==> src/rtl/psum_accum_pkg.sv <==
// Shared lane-width defaults, accumulator FSM states and the group-length decode.
// A length code of 0 means a full 256-beat group.
package psum_accum_pkg;

   localparam int DEF_NUM_PES = 16;
   localparam int DEF_IN_W    = 24;
   localparam int DEF_OUT_W   = 32;
   localparam int LEN_W       = 8;
   localparam int QDEPTH      = 2;

   typedef enum logic {
      ST_IDLE  = 1'b0,
      ST_ACCUM = 1'b1
   } state_t;

   function automatic logic [LEN_W:0] decode_len(input logic [LEN_W-1:0] len);
      return (len == '0) ? 9'd256 : {1'b0, len};
   endfunction

endpackage

==> src/rtl/psum_lane.sv <==
// One signed accumulator lane: sum_dat is the running sum including the current beat.
// Registered state updates one cycle after each accepted beat; no backpressure.
module psum_lane #(
   parameter int IN_W  = 24,
   parameter int OUT_W = 32
) (
   input  logic             clk,
   input  logic             rst,
   input  logic             clr,
   input  logic             beat,
   input  logic             first,
   input  logic [IN_W-1:0]  in_dat,
   output logic [OUT_W-1:0] sum_dat
);

   logic [OUT_W-1:0] acc_q;
   logic [OUT_W-1:0] ext;

   assign ext     = OUT_W'($signed(in_dat));
   // The first beat of a group replaces whatever the register holds.
   assign sum_dat = first ? ext : (acc_q + ext);

   always_ff @(posedge clk or negedge rst) begin
      if (!rst) begin
         acc_q <= '0;
      end else if (clr) begin
         acc_q <= '0;
      end else if (beat) begin
         acc_q <= sum_dat;
      end
   end

endmodule

==> src/rtl/psum_accum.sv <==
// Per-lane partial-sum accumulator over len beats; completed vectors enter a 2-deep queue (latency 1).
// No input backpressure: a result completing into a full queue with no pop is dropped and o_drop sticks.
module psum_accum
   import psum_accum_pkg::*;
#(
   parameter int NUM_PES       = DEF_NUM_PES,
   parameter int IN_DATA_TYPE  = DEF_IN_W,
   parameter int OUT_DATA_TYPE = DEF_OUT_W
) (
   input  logic                             clk,
   input  logic                             rst,
   input  logic                             i_start,
   input  logic [LEN_W-1:0]                 i_acc_len,
   input  logic                             i_valid,
   input  logic [NUM_PES*IN_DATA_TYPE-1:0]  i_data_bus,
   input  logic                             i_ready,
   output logic                             o_valid,
   output logic [NUM_PES*OUT_DATA_TYPE-1:0] o_data_bus,
   output logic                             o_busy,
   output logic                             o_drop
);

   localparam int OUT_BUS_W = NUM_PES * OUT_DATA_TYPE;

   state_t state_q, state_d;

   logic [LEN_W-1:0] cnt_q;
   logic [LEN_W:0]   len_q;
   logic             beat;
   logic             first_beat;
   logic             last_beat;

   logic [OUT_BUS_W-1:0] sum_bus;

   logic [OUT_BUS_W-1:0] q_dat [QDEPTH];
   logic                 rd_ptr_q;
   logic                 wr_ptr;
   logic [1:0]           q_cnt_q;
   logic [1:0]           q_cnt_d;
   logic                 q_full;
   logic                 pop;
   logic                 push_ok;
   logic                 drop;

   // ------------------------------------------------------------------
   // Control FSM
   // ------------------------------------------------------------------
   always_ff @(posedge clk or negedge rst) begin
      if (!rst) begin
         state_q <= ST_IDLE;
      end else begin
         state_q <= state_d;
      end
   end

   always_comb begin
      state_d = state_q;
      if (i_start) begin
         state_d = ST_ACCUM;
      end
   end

   assign o_busy = (state_q == ST_ACCUM);

   // Beats on the start cycle belong to no group and are discarded.
   assign beat       = (state_q == ST_ACCUM) && i_valid && !i_start;
   assign first_beat = (cnt_q == '0);
   assign last_beat  = beat && ({1'b0, cnt_q} == (len_q - 9'd1));

   always_ff @(posedge clk or negedge rst) begin
      if (!rst) begin
         cnt_q <= '0;
         len_q <= 9'd256;
      end else if (i_start) begin
         cnt_q <= '0;
         len_q <= decode_len(i_acc_len);
      end else if (beat) begin
         cnt_q <= last_beat ? '0 : (cnt_q + 8'd1);
      end
   end

   // ------------------------------------------------------------------
   // Accumulator lanes
   // ------------------------------------------------------------------
   for (genvar g = 0; g < NUM_PES; g++) begin : g_lane
      psum_lane #(
         .IN_W  (IN_DATA_TYPE),
         .OUT_W (OUT_DATA_TYPE)
      ) u_lane (
         .clk     (clk),
         .rst     (rst),
         .clr     (i_start),
         .beat    (beat),
         .first   (first_beat),
         .in_dat  (i_data_bus[g*IN_DATA_TYPE +: IN_DATA_TYPE]),
         .sum_dat (sum_bus[g*OUT_DATA_TYPE +: OUT_DATA_TYPE])
      );
   end

   // ------------------------------------------------------------------
   // Output queue
   // ------------------------------------------------------------------
   assign o_valid = (q_cnt_q != 2'd0);
   assign q_full  = (q_cnt_q == 2'd2);
   assign pop     = o_valid && i_ready;
   // A pop frees the head slot in the same cycle, so a full queue can still take a push.
   assign push_ok = last_beat && (!q_full || pop);
   assign drop    = last_beat && q_full && !pop;
   // Tail slot: head for an empty or full queue, the other slot when one entry is held.
   assign wr_ptr  = rd_ptr_q ^ q_cnt_q[0];
   assign q_cnt_d = q_cnt_q + {1'b0, push_ok} - {1'b0, pop};

   always_ff @(posedge clk or negedge rst) begin
      if (!rst) begin
         for (int i = 0; i < QDEPTH; i++) begin
            q_dat[i] <= '0;
         end
         rd_ptr_q <= 1'b0;
         q_cnt_q  <= 2'd0;
         o_drop   <= 1'b0;
      end else begin
         if (push_ok) begin
            q_dat[wr_ptr] <= sum_bus;
         end
         if (pop) begin
            rd_ptr_q <= ~rd_ptr_q;
         end
         q_cnt_q <= q_cnt_d;
         if (drop) begin
            o_drop <= 1'b1;
         end
      end
   end

   assign o_data_bus = o_valid ? q_dat[rd_ptr_q] : '0;

endmodule

==> config.mk <==
export PLATFORM = sky130hd
export DESIGN_NAME = psum_accum
export DESIGN_NICKNAME = d
export VERILOG_FILES = /design/src/rtl/psum_accum_pkg.sv /design/src/rtl/psum_lane.sv /design/src/rtl/psum_accum.sv
export SDC_FILE = /design/constraint.sdc
export NUM_CORES = 2
export LEC_CHECK = 0
export BUFFER_PORTS_ARGS = -buffer_cell sky130_fd_sc_hd__buf_2
export CORE_MARGIN = 1
export CORE_UTILIZATION = 45
export DETAILED_ROUTE_END_ITERATION = 7
export MAX_ROUTING_LAYER = met4
export SKIP_LAST_GASP = 1
export SLEW_MARGIN = 40
export SYNTH_ARGS = -nofsm -noshare
export SYNTH_HDL_FRONTEND = slang
export SYNTH_SLANG_ARGS = --single-unit
==> constraint.sdc <==
create_clock -name clk -period 4.3 [get_ports clk]
set_input_delay 0.215 -clock clk [delete_from_list [all_inputs] [get_ports clk]]
set_output_delay 0.215 -clock clk [all_outputs]
set_load 0.05 [all_outputs]
==> flow_metrics.py <==
metrics = {
    "run_status": {
        "status": "completed",
    },
    "yosys": {
        "synth_top_cell_by_area": "dfrtp_1",
        "netlist_instances": 10550,
        "synthDominantCellAreaShare_pct": 42.04,
        "avgSynthCellArea_sq_um": 8.788,
        "yosys_warnings": 0,
        "synth_area_leaders": "dfrtp_1 42%, nand2_1 7.3%, o21ai_0 7.0%",
        "seq_area_frac_synth_pct": 42.07,
        "yosysUniqueCellTypes": 88,
        "ys.flop_type": "dfrtp_1",
        "async_flop_share_pct": 100.0,
        "synth_edf_count": 0,
        "synth.cell_area_sq_um": 92680,
        "ys_seq_elements": 1558,
        "synth_fp_nets": 11460,
    },
    "drt": {
        "drtAntennaViolNets": 0,
        "vias": 82130,
        "drc": 0,
        "routed_via_density": 5.688,
        "wirelength_um": 300000,
        "avgRoutedWirePerCell_um": 20.78,
        "dr.pass1.iters": 6,
        "drt_iter0_drc": 5551,
    },
    "setup_path": {
        "critPathLaunchType": "flop",
        "cp_max_fo": 64,
        "endpoint_kind": "flop",
        "cp.arrival_ns": 4.68,
        "critPathKind": "flop to flop",
        "cp.required_ns": 5.00,
    },
    "power": {
        "p_per_area_nw_per_um2": 449.6,
        "leakagePower_nw": 55.25,
        "peakVddDrop_mv": 0.4436,
    },
    "flow_run": {
        "max-cap-violations": 0,
    },
    "sta": {
        "relSlewSlack_pct": 31.22,
        "clock_skew_ns": 0.02920,
        "drv_slew": 0,
        "setup_tns_ns": 0,
        "fin_crit_sh_pct": 92.65,
        "fin_ws_ns": 0.3161,
        "rsz0062_at_grt": "no",
        "setup_violations": 0,
        "fin_hold_ws_ns": 0.08528,
        "tightest_slew_ns": 1.032,
        "fmax_ghz": 0.2510,
        "hold_violations": 0,
        "period_needed_ns": 3.984,
    },
    "cts": {
        "cts.sinks": 1558,
        "cts.path.max_buffers": 3,
        "htreeDepth": 4,
        "clk_latency_ns": 0.85,
        "cts_tree": "done",
        "clk_pin_slew_ns": 0.06,
        "cts-buffers-inserted": 180,
        "clock-root-buffer": "clkbuf_16",
    },
    "global_routing": {
        "grt-busiest-layer": "met2",
        "grt_pass1_vias": 81250,
        "grt_overflow": 0,
        "antenna_found_initial": 44,
        "grt_usage_pct": 29.15,
        "use_met1_pct": 35.98,
        "grt_pass1_wl_um": 468100,
        "met3_usage_pct": 3.400,
        "grt_max_degree": 141,
        "met2_usage_pct": 46.90,
    },
    "finish": {
        "nets": 12490,
        "drive_above_1_share_pct": 12.85,
        "finalCoreUtilization_pct": 54.05,
        "syn2layout_area_growth_pct": 19.30,
    },
    "placement": {
        "post-place-ws_ns": 0.3680,
        "gp_congestion": 0.9341,
        "dpl.hpwl_um": 210000,
        "place.port_buffers": 911,
    },
    "min_path": {
        "hp-class": "input pin to asynchronous set/reset pin",
    },
    "floorplanning": {
        "fp.dieH_um": 455.8,
        "coreArea_sq_um": 204600,
        "ios": 912,
        "placementRows": 166,
        "die-area_sq_um": 207800,
        "fp.dieW_um": 455.8,
        "initial_core_util_pct": 45.30,
    },
}
## critical path, stage by stage (launching register included)
cell	delay (ns)
dfrtp_1	0.40
inv_1	0.08
ha_1	0.19
or4b_2	0.61
nor4_1	0.25
xnor2_1	0.16
o2111ai_1	0.14
a211oi_2	0.43
nand2_2	0.28
a21o_4	0.40
buf_12	0.28
buf_4	0.31
nand2_1	0.10
o21ai_0	0.09
## final cells by class
class                   count  area [sq um]
inverters                 127         476.7
diodes                     29         72.57
fillers                 18700         94020
clock buffers             262          5284
well taps                2688          3363
repair buffers           1484         10910
multi-input cells        8224         50650
clock inverters            69         817.0
flip-flops and latches   1558         38990
## synthesized netlist by cell type (15+ instances only)
library cell	count
a211oi_1	67
nand4_1	58
nor4_1	19
o211ai_1	38
nor2_1	987
and2_1	34
xnor2_1	271
buf_6	15
mux2i_1	604
a221o_1	95
buf_2	134
nor3_1	71
a22o_1	80
mux2_2	78
inv_1	127
o21ai_1	198
nand2_1	1792
a211o_1	15
o21a_1	68
nor2b_1	44
xor2_1	182
fa_1	16
ha_1	500
nand3_1	114
a31oi_1	93
dfrtp_1	1557
or3_1	23
o21ai_0	1294
o31ai_1	34
nand2b_1	49
clkbuf_1	425
buf_1	61
a22oi_1	27
o21bai_1	66
a21oi_1	706
a21o_1	268
and3_1	88
a221oi_1	16
## state kept, by name, summed over array words and instances (netlist names)
| signal | count |
|---|---|
| q_dat | 1024 |
| g_lane.u_lane.acc_q | 512 |
| len_q | 9 |
| o_busy | 1 |
| rd_ptr_q | 1 |
| o_drop | 1 |
| cnt_q | 8 |
| q_cnt_q | 2 |
## stage by stage
step / cell area [sq um] / std cells / total power [mW]
floorplan: 92680 / 10550 / 28.88
global placement: 100100 / 13670 / 33.37
detailed placement: 100200 / 13670 / 33.70
CTS: 110400 / 14410 / 50.02
global route: 110600 / 14440 / 52.25
finish: 110600 / 14440 / 49.71
## cell usage in the layout (no fill, tap or decap), drive strengths merged, types with 95 or more instances in the layout
cell and instances:
nand2 1793, dfrtp 1557, o21ai 1492, buf 1077, nor2 989, a21oi 706
mux2i 604, ha 500, dlygate4sd3 407, xnor2 271, a21o 268, clkbuf 262
xor2 182, inv 139, nand3 114, a221o 95
## power by group
part | switching (mW) | internal [mW]
combinational | 10.9 | 5.77
clock | 6.61 | 9.23
sequential | 0.966 | 16.2
total | 18.5 | 31.2
## final timing paths
path,from,endpoint,slack (ns),depth (start not counted)
setup / recovery,len_q[0],q_dat[804],0.32,13
hold / removal,rst,q_dat[521],0.09,3
setup reg to reg,len_q[0],q_dat[804],0.32,13
hold reg to reg,q_dat[978],q_dat[978],0.47,2
max in group asynchronous,rst,q_dat[271],3.12,4
min in group clk,i_data_bus[351],q_dat[975],0.10,3
## kinds of logic after synthesis
| logic type | Yosys count | synth area share, % |
|---|---|---|
| muxes | 682 | 7.471 |
| adders and majority gates | 516 | 7.096 |
| and+or+nand+nor | 3349 | 14.97 |
| buffers and inverters | 764 | 3.405 |
| DFF | 1558 | 42.07 |
| AOI/OAI and AO/OA | 3224 | 20.71 |
| xor gates and xnor gates | 453 | 4.281 |
## what timing repair did
action | in CTS | in global routing
buffers inserted | 0 | 0
gates resized for setup | 0 | 1
setup endpoints to repair | 0 | 1
hold buffers | 408 | 0
hold endpoints to repair | 2060 | 0
## routing by layer
layer,part of all wire [%],vias up
li1,-,39370
met1,43,39990
met2,47,2107
met3,4.2,661
met4,5.9,0
met5,0,-
Note: power is estimated with default switching activity, not from simulation.
